<file path="config.mk">
export PLATFORM = sky130hd
export DESIGN_NAME = gun_cursor_flat
export DESIGN_NICKNAME = d
export VERILOG_FILES = /design/src/rtl/gun_cursor_pkg.sv /design/src/rtl/gun_cursor_if.sv /design/src/rtl/gun_axis.sv /design/src/rtl/gun_cursor.sv /design/src/flat_wrapper.sv
export SDC_FILE = /design/constraint.sdc
export NUM_CORES = 1
export LEC_CHECK = 0
export ABC_AREA = 1
export BUFFER_PORTS_ARGS = -buffer_cell sky130_fd_sc_hd__buf_2
export CAP_MARGIN = 20
export CORE_ASPECT_RATIO = 1.25
export CORE_MARGIN = 1.5
export CORE_UTILIZATION = 40
export CTS_BUF_LIST = sky130_fd_sc_hd__clkbuf_8
export DETAILED_ROUTE_END_ITERATION = 12
export PLACE_DENSITY = 0.62
export SLEW_MARGIN = 20
export SYNTH_ARGS = -nofsm -noshare
export SYNTH_HDL_FRONTEND = slang
export SYNTH_SLANG_ARGS = --single-unit
</file>
<file path="constraint.sdc">
create_clock -name clk_sys -period 5.7 [get_ports clk_sys]
set_input_delay 1.14 -clock clk_sys [delete_from_list [all_inputs] [get_ports clk_sys]]
set_output_delay 1.14 -clock clk_sys [all_outputs]
set_load 0.05 [all_outputs]
</file>
<file path="src/rtl/gun_cursor_pkg.sv">
// Shared constants and helpers for the gun_cursor block.
//   POS_W_MIN / POS_W_MAX : legal position width range
//   centre()              : mid-scale position for a given width
//   analog_to_pos()       : signed stick byte -> offset-binary, top w bits
package gun_cursor_pkg;

    localparam int unsigned POS_W_MIN = 4;
    localparam int unsigned POS_W_MAX = 8;

    localparam int unsigned RATE_MIN  = 1;
    localparam int unsigned RATE_MAX  = 15;
    localparam int unsigned ACCEL_MIN = 1;
    localparam int unsigned ACCEL_MAX = 255;

    // Result is right-aligned in 8 bits; the caller truncates to its width.
    function automatic logic [7:0] centre(input int unsigned w);
        return 8'(1 << (w - 1));
    endfunction

    // Flipping the sign bit is the same as adding 128 to a two's complement byte.
    function automatic logic [7:0] analog_to_pos(input logic [7:0] a, input int unsigned w);
        return (a ^ 8'h80) >> (8 - w);
    endfunction

endpackage

</file>
<file path="src/rtl/gun_cursor_if.sv">
// Bundle of the per-channel joystick inputs and cursor outputs of gun_cursor.
//   master : drives tick, directions, analog stick, abs_mode, recenter
//   slave  : the cursor block; drives gun_h, gun_v, moved
interface gun_cursor_if #(
    parameter int unsigned CHANNELS = 2,
    parameter int unsigned POS_W    = 6
);
    logic                      tick;
    logic [CHANNELS-1:0]       dir_left;
    logic [CHANNELS-1:0]       dir_right;
    logic [CHANNELS-1:0]       dir_up;
    logic [CHANNELS-1:0]       dir_down;
    logic [CHANNELS*8-1:0]     analog_x;
    logic [CHANNELS*8-1:0]     analog_y;
    logic [CHANNELS-1:0]       abs_mode;
    logic [CHANNELS-1:0]       recenter;
    logic [CHANNELS*POS_W-1:0] gun_h;
    logic [CHANNELS*POS_W-1:0] gun_v;
    logic [CHANNELS-1:0]       moved;

    modport master (
        output tick, dir_left, dir_right, dir_up, dir_down,
        output analog_x, analog_y, abs_mode, recenter,
        input  gun_h, gun_v, moved
    );

    modport slave (
        input  tick, dir_left, dir_right, dir_up, dir_down,
        input  analog_x, analog_y, abs_mode, recenter,
        output gun_h, gun_v, moved
    );
endinterface

</file>
<file path="src/rtl/gun_axis.sv">
// One cursor axis: saturating position with rate phase and hold acceleration,
// plus absolute (analog) mapping and recentre.
//   clk_sys, reset : clock, synchronous active-high reset
//   upd            : one-cycle update strobe (tick rising edge)
//   abs_mode       : 1 = follow analog, 0 = relative digital
//   recenter       : force centre, overrides upd
//   minus, plus    : held directions
//   analog         : signed stick byte
//   pos            : registered position
//   changed        : registered flag, pos changed on the last clock
module gun_axis
    import gun_cursor_pkg::*;
#(
    parameter int unsigned POS_W       = 6,
    parameter int unsigned RATE        = 4,
    parameter int unsigned ACCEL_TICKS = 16
) (
    input  logic             clk_sys,
    input  logic             reset,
    input  logic             upd,
    input  logic             abs_mode,
    input  logic             recenter,
    input  logic             minus,
    input  logic             plus,
    input  logic [7:0]       analog,
    output logic [POS_W-1:0] pos,
    output logic             changed
);

    localparam logic [POS_W-1:0] CENTRE  = POS_W'(centre(POS_W));
    localparam logic [POS_W-1:0] POS_MAX = {POS_W{1'b1}};
    localparam logic [3:0]       PC_LAST = 4'(RATE - 1);
    localparam logic [7:0]       HC_MAX  = 8'(ACCEL_TICKS);

    logic [POS_W-1:0] pos_q, pos_d;
    logic [3:0]       pc_q, pc_d;
    logic [7:0]       hc_q, hc_d;
    logic             changed_q, changed_d;

    logic             active;
    logic             step;
    logic [POS_W-1:0] abs_pos;

    assign active  = plus ^ minus;
    // Full speed once held long enough, otherwise one step per RATE ticks
    // starting with the very first tick of a press.
    assign step    = (hc_q >= HC_MAX) | (pc_q == 4'd0);
    assign abs_pos = POS_W'(analog_to_pos(analog, POS_W));

    always_comb begin
        pos_d = pos_q;
        pc_d  = pc_q;
        hc_d  = hc_q;
        if (recenter) begin
            pos_d = CENTRE;
            pc_d  = 4'd0;
            hc_d  = 8'd0;
        end else if (upd) begin
            if (abs_mode) begin
                pos_d = abs_pos;
                pc_d  = 4'd0;
                hc_d  = 8'd0;
            end else if (active) begin
                pc_d = (pc_q == PC_LAST) ? 4'd0 : pc_q + 4'd1;
                hc_d = (hc_q >= HC_MAX) ? HC_MAX : hc_q + 8'd1;
                if (step) begin
                    if (plus) begin
                        if (pos_q != POS_MAX) pos_d = pos_q + POS_W'(1);
                    end else begin
                        if (pos_q != '0) pos_d = pos_q - POS_W'(1);
                    end
                end
            end else begin
                // Idle or both pressed: acceleration restarts on the next press.
                pc_d = 4'd0;
                hc_d = 8'd0;
            end
        end
        changed_d = (pos_d != pos_q);
    end

    always_ff @(posedge clk_sys) begin
        if (reset) begin
            pos_q     <= CENTRE;
            pc_q      <= 4'd0;
            hc_q      <= 8'd0;
            changed_q <= 1'b0;
        end else begin
            pos_q     <= pos_d;
            pc_q      <= pc_d;
            hc_q      <= hc_d;
            changed_q <= changed_d;
        end
    end

    assign pos     = pos_q;
    assign changed = changed_q;

endmodule

</file>
<file path="src/rtl/gun_cursor.sv">
// Multi-channel joystick-to-lightgun cursor integrator.
//   clk_sys : system clock
//   reset   : synchronous active-high reset
//   bus     : gun_cursor_if slave; tick, directions, analog, abs_mode,
//             recenter in; gun_h, gun_v, moved out
// Owns tick edge detection and instantiates one gun_axis per axis per channel.
module gun_cursor
    import gun_cursor_pkg::*;
#(
    parameter int unsigned CHANNELS    = 2,
    parameter int unsigned POS_W       = 6,
    parameter int unsigned RATE        = 4,
    parameter int unsigned ACCEL_TICKS = 16
) (
    input  logic        clk_sys,
    input  logic        reset,
    gun_cursor_if.slave bus
);

    if (POS_W < POS_W_MIN || POS_W > POS_W_MAX) begin : g_bad_pos_w
        $error("gun_cursor: POS_W out of range 4..8");
    end
    if (RATE < RATE_MIN || RATE > RATE_MAX) begin : g_bad_rate
        $error("gun_cursor: RATE out of range 1..15");
    end
    if (ACCEL_TICKS < ACCEL_MIN || ACCEL_TICKS > ACCEL_MAX) begin : g_bad_accel
        $error("gun_cursor: ACCEL_TICKS out of range 1..255");
    end
    if (CHANNELS < 1) begin : g_bad_channels
        $error("gun_cursor: CHANNELS must be at least 1");
    end

    logic tick_q, tick_d;
    logic upd;

    logic [CHANNELS*POS_W-1:0] gun_h;
    logic [CHANNELS*POS_W-1:0] gun_v;
    logic [CHANNELS-1:0]       chg_h;
    logic [CHANNELS-1:0]       chg_v;

    always_comb begin
        tick_d = bus.tick;
    end

    // Loaded with tick during reset too, so a tick already high at reset
    // release is not seen as an edge.
    always_ff @(posedge clk_sys) begin
        tick_q <= tick_d;
    end

    assign upd = bus.tick & ~tick_q;

    for (genvar c = 0; c < CHANNELS; c++) begin : g_ch
        gun_axis #(
            .POS_W       (POS_W),
            .RATE        (RATE),
            .ACCEL_TICKS (ACCEL_TICKS)
        ) u_axis_h (
            .clk_sys  (clk_sys),
            .reset    (reset),
            .upd      (upd),
            .abs_mode (bus.abs_mode[c]),
            .recenter (bus.recenter[c]),
            .minus    (bus.dir_left[c]),
            .plus     (bus.dir_right[c]),
            .analog   (bus.analog_x[8*c +: 8]),
            .pos      (gun_h[POS_W*c +: POS_W]),
            .changed  (chg_h[c])
        );

        gun_axis #(
            .POS_W       (POS_W),
            .RATE        (RATE),
            .ACCEL_TICKS (ACCEL_TICKS)
        ) u_axis_v (
            .clk_sys  (clk_sys),
            .reset    (reset),
            .upd      (upd),
            .abs_mode (bus.abs_mode[c]),
            .recenter (bus.recenter[c]),
            .minus    (bus.dir_up[c]),
            .plus     (bus.dir_down[c]),
            .analog   (bus.analog_y[8*c +: 8]),
            .pos      (gun_v[POS_W*c +: POS_W]),
            .changed  (chg_v[c])
        );
    end

    assign bus.gun_h = gun_h;
    assign bus.gun_v = gun_v;
    // Both flags are registered, so moved has no combinational input path.
    assign bus.moved = chg_h | chg_v;

endmodule

</file>
<file path="src/flat_wrapper.sv">
// flat-port wrapper written by rule: the top's interface ports become plain ports
module gun_cursor_flat import gun_cursor_pkg::*;
#(
    parameter int unsigned CHANNELS    = 2,
    parameter int unsigned POS_W       = 6,
    parameter int unsigned RATE        = 4,
    parameter int unsigned ACCEL_TICKS = 16
)
  (clk_sys, reset, bus_tick, bus_dir_left, bus_dir_right, bus_dir_up, bus_dir_down, bus_analog_x, bus_analog_y, bus_abs_mode, bus_recenter, bus_gun_h, bus_gun_v, bus_moved);
  gun_cursor_if #(.CHANNELS(CHANNELS), .POS_W(POS_W)) bus_i ();
  input  logic clk_sys;
  input  logic reset;
  input wire logic [$bits(bus_i.tick)-1:0] bus_tick;
  input wire logic [$bits(bus_i.dir_left)-1:0] bus_dir_left;
  input wire logic [$bits(bus_i.dir_right)-1:0] bus_dir_right;
  input wire logic [$bits(bus_i.dir_up)-1:0] bus_dir_up;
  input wire logic [$bits(bus_i.dir_down)-1:0] bus_dir_down;
  input wire logic [$bits(bus_i.analog_x)-1:0] bus_analog_x;
  input wire logic [$bits(bus_i.analog_y)-1:0] bus_analog_y;
  input wire logic [$bits(bus_i.abs_mode)-1:0] bus_abs_mode;
  input wire logic [$bits(bus_i.recenter)-1:0] bus_recenter;
  output wire logic [$bits(bus_i.gun_h)-1:0] bus_gun_h;
  output wire logic [$bits(bus_i.gun_v)-1:0] bus_gun_v;
  output wire logic [$bits(bus_i.moved)-1:0] bus_moved;
  assign bus_i.tick = bus_tick;
  assign bus_i.dir_left = bus_dir_left;
  assign bus_i.dir_right = bus_dir_right;
  assign bus_i.dir_up = bus_dir_up;
  assign bus_i.dir_down = bus_dir_down;
  assign bus_i.analog_x = bus_analog_x;
  assign bus_i.analog_y = bus_analog_y;
  assign bus_i.abs_mode = bus_abs_mode;
  assign bus_i.recenter = bus_recenter;
  assign bus_gun_h = bus_i.gun_h;
  assign bus_gun_v = bus_i.gun_v;
  assign bus_moved = bus_i.moved;
  gun_cursor #(.CHANNELS(CHANNELS), .POS_W(POS_W), .RATE(RATE), .ACCEL_TICKS(ACCEL_TICKS)) u_core (.clk_sys(clk_sys), .reset(reset), .bus(bus_i));
endmodule
</file>
==> results_dict.tcl, run 1 <==
set metrics [dict create \
    status "finished clean" \
    fin_skew_ns 0.0120 \
    async_flop_share_pct 0 \
    synth_area_leaders "dfxtp_1 27%, nand2_1 18%, nand3_1 11%" \
    hold_viol 0 \
    power_mw 1.25 \
    dieArea_um2 15000 \
    cts_buffers 9 \
    wire_per_inst_um 12.9 \
    path_clk_slew_ns 0.09 \
    rsz0062_at_grt "no" \
    ioPinCount 73 \
    antenna_found_initial 0 \
    dpl_cell_area_um2 6070 \
    via_per_inst 5.11 \
    final_antenna_net_count 0 \
    cp_data_arrival_time_ns 3.39 \
    start_kind "input pin" \
    criticalPathCategory "input pin to flop" \
    die_width_um 110 \
    cts_resized 0 \
    busiest_layer "met2" \
    synth-seq-cells 77 \
    drtPass1Iterations 5 \
    netlist.area_leader.share_pct 27.0 \
    grt_pass1_vias 5157 \
    ir_drop_mv 0.107 \
    worst_pin_slew_ns 0.841 \
    ys_warn_count 0 \
    setup_viol 0 \
    synthToLayoutAreaGrowth_pct 9.46 \
    dpl.hpwl_um 10600 \
    use_met3_pct 3.00 \
    routed_wl_um 14900 \
    numPortBuffers 64 \
    num_antenna_cells 0 \
    htreeDepth 3 \
    crit_fanout 48 \
    final.min_clock_period_ns 3.14 \
    hold_path.class "flop to flop" \
    slew_headroom_pct 43.8 \
    fp.dieH_um 137 \
    first_iter_violations 440 \
    p_leak_nw 2.81 \
    use_met2_pct 34.7 \
    finalMaxSlewViolations 0 \
    drc_errors 0 \
    core_um2 13900 \
    drv_cap 0 \
    grt.total_usage_pct 20.3 \
    clock_latency_ns 0.38 \
    globalplace.congestion 0.865 \
    p_per_area_nw_per_um2 200 \
    synthesis.nets 1007 \
    cts_root_buf "clkbuf_8" \
    cts_tree "yes" \
    rows 48 \
    cts_setup_buffers 0 \
    pre_cts_slack_ns 2.13 \
    overflow 0 \
    nNetsFinal 1048 \
    use_met1_pct 25.4 \
    synth_flop_cell "dfxtp_1" \
    vias 5896 \
    cts.sinks 77 \
    fmaxAchievable_ghz 0.319 \
    grt_pass1_wl_um 24000 \
    synth_edf_count 0 \
    synthesis.area_um2 5710 \
    cts.path.max_buffers 2 \
    grt_max_degree 49 \
    synth_top_area_cell "dfxtp_1" \
    syn-mean-instance-area_um2 6.13 \
    synth_cells 932 \
    synth.distinct_cells 38 \
    setup_tns_ns 0 \
    setup_ws_ns 2.56 \
    stdcell_area_um2 6250 \
    synth.yosys.seq_area_share_pct 27.0 \
    drive_gt1_share_pct 11.8 \
    hold_buffers 0 \
    finalCritPeriodShare_pct 55.0 \
    cp-end-kind "flop" \
    whs_ns 0.442 \
    worstPathRequired_ns 5.95 \
    initial_core_util_pct 41.2 \
]
## layout by cell type, fill, tap and decap left out, drive strengths merged
cell type  Yosys  routed
nand2        275     275
nand3        128     128
nor2         108     108
inv           95     100
dfxtp         77      77
a21oi         68      68
buf           22      66
ha            28      28
o21ai         26      26
a211oi        20      20
nand4         18      18
nor3          16      16
xor2          16      16
or2            9       9
clkbuf        13       9
clkinv         2       4
xnor2          3       3
o211ai         2       2
o31ai          1       1
a2111oi        1       1
nand3b         1       1
a221oi         1       1
a2bb2oi        1       1
## kinds of logic (layout without fill, tap and decap cells)
family          after synthesis  in the layout  share of synthesized area [%]
simple gates                555            555                           41.9
xor+xnor                     19             19                           3.04
fa+ha+maj                    28             28                           6.13
buf+inv                     133            179                           9.88
compound gates              120            120                           12.0
flops                        77             77                           27.0
## worst max-delay path: stages
cell     delay, ns
buf_2         0.10
inv_1         0.08
nor2_4        0.03
buf_4         0.27
inv_2         0.68
buf_4         0.47
a21oi_1       0.14
nand2_1       0.11
nand2_1       0.05
nand2_1       0.05
nand3_1       0.08
nor2_1        0.09
nor2_1        0.04
## state kept, by name, indices dropped and copies added (netlist names)
register / count
u_core.g_ch.u_axis_h.changed: 2
u_core.g_ch.u_axis_h.hc_q: 16
u_core.g_ch.u_axis_h.pc_q: 8
u_core.g_ch.u_axis_h.pos: 12
u_core.g_ch.u_axis_v.changed: 2
u_core.g_ch.u_axis_v.hc_q: 16
u_core.g_ch.u_axis_v.pc_q: 8
u_core.g_ch.u_axis_v.pos: 12
u_core.tick_q: 1
## worst paths after layout
kind / startpoint / slack [ns] / end / cells after the start
setup reg to reg: u_core.tick_q / 3.13 / u_core.g_ch[1].u_axis_v.changed / 11
setup / recovery: bus_tick / 2.56 / u_core.g_ch[1].u_axis_v.changed / 13
hold reg to reg: u_core.g_ch[0].u_axis_v.hc_q[7] / 0.44 / u_core.g_ch[0].u_axis_v.hc_q[7] / 2
hold / removal: u_core.g_ch[0].u_axis_v.hc_q[7] / 0.44 / u_core.g_ch[0].u_axis_v.hc_q[7] / 2
## metal layers
layer  up-vias  wire length [µm]
li1       3113                 -
met1      2639              6930
met2       128              7100
met3        16               589
met4         0               253
met5         -                 0
## where the power goes
| part | switching (mW) | leakage (nW) | internal [mW] | total [mW] |
|---|---|---|---|---|
| combinational | 0.183 | 2.09 | 0.0846 | 0.268 |
| sequential | 0.0185 | 0.624 | 0.549 | 0.568 |
| clock | 0.244 | 0.0984 | 0.169 | 0.412 |
## synthesized netlist by cell type (2+ instances only)
library cell / count
buf_4: 4
clkbuf_8: 2
buf_1: 3
buf_2: 14
nor2_1: 101
a21oi_1: 66
o211ai_1: 2
nand4_1: 18
inv_2: 6
xor2_1: 15
clkbuf_1: 11
inv_1: 89
nand2_2: 3
xnor2_1: 3
nor2_2: 4
nand2_1: 272
or2_2: 9
o21ai_1: 2
nor2_4: 3
a211oi_1: 20
nand3_2: 4
nand3_1: 124
o21ai_0: 23
nor3_1: 16
clkinv_1: 2
ha_1: 28
dfxtp_1: 77
## stage by stage
stage	cells	utilization, %
after detailed placement	1137	43.7
after floorplan	932	-
after CTS	1153	45.1
after global routing	1153	45.1
after global placement	1137	43.7
final	1153	45.1
## cell type report
cell class              instances  area, µm²
multi-input cells             722       3610
clock inverters                 7       62.6
flip-flops and latches         77       1540
repair buffers                 66        335
well taps                     175        219
fillers                      1524       7620
clock buffers                   9        124
inverters                      97        364
Power figures use the tool's default switching activity.
==> run 2: changes to the inputs <==
clock period = 3 ns   (was 5.7 ns; I/O delays follow)
==> run 2 against run 1 <==
  * First-iteration DRC count shrank 3.6%
  * Register-to-register slack lost 2.4 ns
  * Sequential power grew 90%
  * Total power grew 94%
  * Highest routed layer unchanged
  * Global-route usage grew 0.26 points
  * Clock skew grew 0.0074 ns
  * Routed wire length shrank 0.36%
  * Hold slack lost 0.076 ns
  * Count of clock-buffer cells in the layout grew 1
  * Critical endpoint unchanged
  * Cell count grew 0.61%
  * Clock power grew 100%
==> results_dict.tcl, run 2 (synthesis results as in run 1) <==
set metrics [dict create \
    clock_latency_ns 0.36 \
    finalMaxSlewViolations 0 \
    vias 5959 \
    core_um2 13900 \
    setup_viol 0 \
    holdCritStartpoint "bus_tick" \
    final_common_cell "nand2_1" \
    top_regs "u_core.g_ch.u_axis_h.hc_q (16), u_core.g_ch.u_axis_v.hc_q (16)" \
    fmaxAchievable_ghz 0.438 \
    drv_cap 0 \
    drtPass1Iterations 6 \
    cts_root_buf "clkbuf_8" \
    stdcell_count 1160 \
    crit_fanout 9 \
    cp-end-kind "flop" \
    worstPathRequired_ns 3.23 \
    overflow 0 \
    hold_buffers 0 \
    path_clk_slew_ns 0.10 \
    antenna_found_initial 0 \
    drc_errors 0 \
    grt.total_usage_pct 20.5 \
    cp_data_arrival_time_ns 2.51 \
    holdPathEnd "u_core.tick_q" \
    place_inst 1144 \
    finalCritPeriodShare_pct 76.1 \
    ir_drop_mv 0.228 \
    worst_pin_slew_ns 0.482 \
    fin_skew_ns 0.0193 \
    cts.sinks 77 \
    p_per_area_nw_per_um2 383 \
    cts_tree "yes" \
    drive_gt1_share_pct 12.4 \
    status "finished clean" \
    grt_pass1_vias 5448 \
    globalplace.congestion 0.920 \
    die_width_um 110 \
    setup_tns_ns 0 \
    initial_core_util_pct 41.2 \
    hold_viol 0 \
    via_per_inst 5.14 \
    num_antenna_cells 0 \
    htreeDepth 3 \
    criticalPathCategory "flop to flop" \
    holdPathStages 1 \
    timing.rr.end "u_core.g_ch[1].u_axis_v.changed" \
    cts_resized 0 \
    rows 48 \
    numPortBuffers 64 \
    cts.path.max_buffers 2 \
    routed_wl_um 14800 \
    grt_pass1_wl_um 24800 \
    slew_headroom_pct 67.8 \
    dieArea_um2 15000 \
    nNetsFinal 1055 \
    reg2reg_slack_ns 0.72 \
    r2r_cells 14 \
    cts_buffers 9 \
    rsz0062_at_grt "no" \
    final.min_clock_period_ns 2.28 \
    hold_path.class "input pin to flop" \
    synthToLayoutAreaGrowth_pct 10.7 \
    r2r-start "u_core.g_ch[1].u_axis_v.pos[1]" \
    start_kind "flop" \
    final_cell_mix "272 x nand2_1, 124 x nand3_1, 101 x nor2_1" \
    ioPinCount 73 \
    grt_max_degree 31 \
    first_iter_violations 424 \
    final_antenna_net_count 0 \
    wire_per_inst_um 12.8 \
    p_leak_nw 2.85 \
    cts_setup_buffers 0 \
    dpl.hpwl_um 11000 \
    fp.dieH_um 137 \
]
## run 2: changes by cell type in the layout (fill, tap and decap cells not counted)
cell / change
clkinvlp_4: +1
bufinv_16: +1
buf_4: +7
clkbuf_8: +1
inv_8: -2
inv_6: -1
## run 2: per-stage QoR
step	setup slack, ns	util [%]	total power [mW]	hold slack [ns]	instance area (µm²)
3_3_place_gp	0.586	44.1	1.61	0.427	6120
5_1_grt	0.438	45.6	2.56	0.347	6330
2_1_floorplan	0.694	-	1.48	0.418	5710
4_1_cts	0.700	45.6	2.45	0.349	6330
3_5_place_dp	0.553	44.1	1.62	0.430	6120
6_report	0.718	45.6	2.42	0.365	6330
## run 2: how the worst max path moves through the flow
stage	from	to	cells past startpoint
floorplan	u_core.g_ch[1].u_axis_h.pos[0]	u_core.g_ch[1].u_axis_h.changed	16
global placement	bus_abs_mode[1]	u_core.g_ch[1].u_axis_h.changed	13
detailed placement	bus_abs_mode[1]	u_core.g_ch[1].u_axis_h.changed	13
CTS	u_core.g_ch[1].u_axis_h.pos[0]	u_core.g_ch[1].u_axis_h.changed	16
global route	u_core.g_ch[1].u_axis_h.pos[0]	u_core.g_ch[1].u_axis_h.changed	16
finish	u_core.g_ch[1].u_axis_v.pos[1]	u_core.g_ch[1].u_axis_v.changed	14
## run 2: report_power, final
group | internal, mW | total [mW] | switching (mW)
Clock | 0.413 | 0.827 | 0.414
Sequential | 1.04 | 1.08 | 0.0353
Combinational | 0.167 | 0.515 | 0.348
## run 2: cell type report
type	count	area [µm²]
Fill cell	1527	7550
Multi-Input combinational cell	722	3610
Sequential cell	77	1540
Timing Repair Buffer	73	388
Inverter	97	364
Tap cell	175	219
Clock buffer	10	138
Clock inverter	6	68.8
## run 2: per-layer routing
metal  global-route usage [%]  wire [µm]  up-vias
met5                        0          0        -
met4                     7.36        278        0
met3                     2.81        524       25
met2                     35.3       7060      113
met1                     25.9       6950     2688
li1                         -          -     3133
## run 2: critical path, cell delays in order, from the launching register on
cell	delay, ns
dfxtp_1	0.52
ha_1	0.28
nand3_1	0.16
nor2_1	0.26
nand2_1	0.08
nand3_1	0.09
nand3_1	0.08
nand2_1	0.09
nand2_1	0.08
nand2_1	0.07
nand2_1	0.05
nor2_1	0.12
nand3_1	0.11
nor2_1	0.11
nor2_1	0.04
==> run 3: changes to the inputs <==
ABC_AREA = 0   (was 1)
clock period = 2.25 ns   (was 3 ns; I/O delays follow)
==> run 3 against run 2 <==
  * Synthesized cell count shrank 18%
  * First-iteration DRC count grew 25%
  * Critical path depth shrank 6
  * Critical path type unchanged
  * Largest cell class unchanged
  * Highest routed layer unchanged
==> results_dict.tcl, run 3 <==
set metrics [dict create \
    status "finished clean" \
    ys_warn_count 0 \
    cts_buffers 9 \
    first_iter_violations 530 \
    cts.sinks 77 \
    criticalPathCategory "flop to flop" \
    drive_gt1_share_pct 22.5 \
    holdCritStartpoint "bus_tick" \
    clock_latency_ns 0.37 \
    r2r-start "u_core.g_ch[0].u_axis_v.pos[0]" \
    globalplace.congestion 0.921 \
    path_clk_slew_ns 0.09 \
    vias 6272 \
    start_kind "flop" \
    hold_viol 0 \
    pre_cts_slack_ns 0.0184 \
    cp-endpoint "u_core.g_ch[0].u_axis_v.changed" \
    synth.yosys.seq_area_share_pct 26.9 \
    wire_per_inst_um 16.6 \
    ir_drop_mv 0.285 \
    setup_viol 0 \
    dieArea_um2 15000 \
    hold_path.class "input pin to flop" \
    synth_edf_count 0 \
    grt.total_usage_pct 23.5 \
    antenna_found_initial 0 \
    p_per_area_nw_per_um2 507 \
    worst_pin_slew_ns 0.575 \
    cts_tree "yes" \
    slew_headroom_pct 61.5 \
    core_um2 13900 \
    synth-seq-cells 77 \
    final_common_cell "a21oi_1" \
    num_antenna_cells 0 \
    cts.path.max_buffers 2 \
    synth_cells 768 \
    synth.most_common_cell "dfxtp_1" \
    initial_core_util_pct 41.2 \
    top_regs "u_core.g_ch.u_axis_h.hc_q (16), u_core.g_ch.u_axis_v.hc_q (16)" \
    r2r_cells 8 \
    final.min_clock_period_ns 2.23 \
    fmaxAchievable_ghz 0.449 \
    drc_errors 0 \
    nNetsFinal 929 \
    via_per_inst 6.07 \
    netlist_top_cells_count "77 x dfxtp_1, 70 x a21oi_1, 66 x nand2_1, 64 x nor2_1, 47 x inv_1" \
    overflow 0 \
    routed_wl_um 17200 \
    die_width_um 110 \
    hold_buffers 0 \
    synth.distinct_cells 83 \
    htreeDepth 3 \
    crit_fanout 3 \
    cts_root_buf "clkbuf_8" \
    grt_max_degree 31 \
    synthToLayoutAreaGrowth_pct 19.3 \
    async_flop_share_pct 0 \
    timing.rr.end "u_core.g_ch[0].u_axis_v.changed" \
    setup_ws_ns 0.0237 \
    synth_flop_cell "dfxtp_1" \
    synth_top_area_cell "dfxtp_1" \
    rows 48 \
    crit_start "u_core.g_ch[0].u_axis_v.pos[0]" \
    p_leak_nw 2.72 \
    final_antenna_net_count 0 \
    synthesis.area_um2 5720 \
    finalMaxSlewViolations 0 \
    ioPinCount 73 \
    drtPass1Iterations 7 \
    dpl_cell_area_um2 6530 \
    drv_cap 0 \
    stdcell_area_um2 6830 \
    cp_data_arrival_time_ns 2.53 \
    grt_pass1_vias 6025 \
    fp.dieH_um 137 \
    finalCritPeriodShare_pct 98.9 \
    synth_area_leaders "dfxtp_1 27%, a21oi_1 6.1%, ha_1 6.1%" \
    synthesis.nets 843 \
    numPortBuffers 64 \
    worstPathRequired_ns 2.55 \
    netlist.area_leader.share_pct 26.9 \
    final_cell_mix "70 x a21oi_1, 68 x dfxtp_1, 66 x nand2_1" \
    fin_skew_ns 0.0166 \
    rsz0062_at_grt "yes" \
    cp-end-kind "flop" \
    reg2reg_slack_ns 0.02 \
    grt_pass1_wl_um 28400 \
    dpl.hpwl_um 12700 \
    syn-mean-instance-area_um2 7.45 \
]
[run 3: cell types whose count changed after synthesis, moves of 22 or more]
cell / delta
o21ai_0: +22
nand3_1: -89
nand2_1: -206
inv_1: -42
clkbuf_1: +28
nor2_1: -37
[run 3: how the worst min path moves through the flow]
| stage | endpoint | cells past startpoint | slack (ns) |
|---|---|---|---|
| 2_1_floorplan | u_core.g_ch[1].u_axis_v.hc_q[6] | 1 | 0.44 |
| 3_3_place_gp | u_core.g_ch[1].u_axis_v.hc_q[6] | 1 | 0.46 |
| 3_5_place_dp | u_core.g_ch[1].u_axis_v.hc_q[5] | 1 | 0.47 |
| 4_1_cts | u_core.tick_q | 1 | 0.28 |
| 5_1_grt | u_core.tick_q | 1 | 0.28 |
| 6_report | u_core.tick_q | 1 | 0.29 |
[run 3: layout make-up]
class                      count  area [µm²]
multi-input combinational    589        3800
tap                          175         219
clock inverter                 7         121
clock buffer                   9         124
fill                        1382        7050
timing repair buffer         129         821
sequential                    77        1560
inverter                      48         183
[run 3: per-layer routing]
| layer | track usage [%] | part of all wire, % | vias to the layer above |
|---|---|---|---|
| met5 | 0 | 0 | - |
| met1 | 28.9 | 43 | 2994 |
| li1 | - | - | 3018 |
| met3 | 3.76 | 5.4 | 39 |
| met4 | 9.02 | 2.3 | 0 |
| met2 | 40.8 | 50 | 221 |
[run 3: what timing repair did]
action,CTS,global route
pin swaps,2,2
endpoints found under the setup margin,1,7
buffers inserted,1,0
gates resized for setup,0,10
[run 3: critical path, cell delays in order (launching register included)]
cell and delay (ns):
dfxtp_4 0.37, inv_4 0.07, ha_4 0.12, or4b_4 0.47, o21ai_2 0.14, nand4_1 0.12, or4b_1 0.49, a31o_1 0.24
a41oi_2 0.14
[run 3: power breakdown]
part	internal, mW	switching, mW	total (mW)	leakage (nW)
clock	0.743	0.559	1.30	0.120
combinational	0.285	0.456	0.742	1.97
sequential	1.38	0.0313	1.42	0.628
total	2.41	1.05	3.46	2.72
[run 3: cells by family after synthesis]
group / Yosys count / synth area share (%)
xor gates and xnor gates: 15 / 2.30
buffers and inverters: 102 / 7.92
AOI/OAI and AO/OA: 243 / 28.1
adders and majority gates: 28 / 6.12
and+or+nand+nor: 297 / 27.3
muxes: 6 / 1.29
DFF: 77 / 26.9
[run 3: through the flow]
stage	power [mW]	utilization, %	hold WS (ns)	std cells	TNS, ns
after floorplan	1.93	-	0.443	768	-0.0734
after global placement	2.16	47.1	0.456	1017	0
after detailed placement	2.17	47.1	0.468	1017	0
after CTS	3.47	48.9	0.280	1034	0
after global routing	3.62	49.2	0.277	1034	-0.0418
final	3.46	49.2	0.289	1034	0
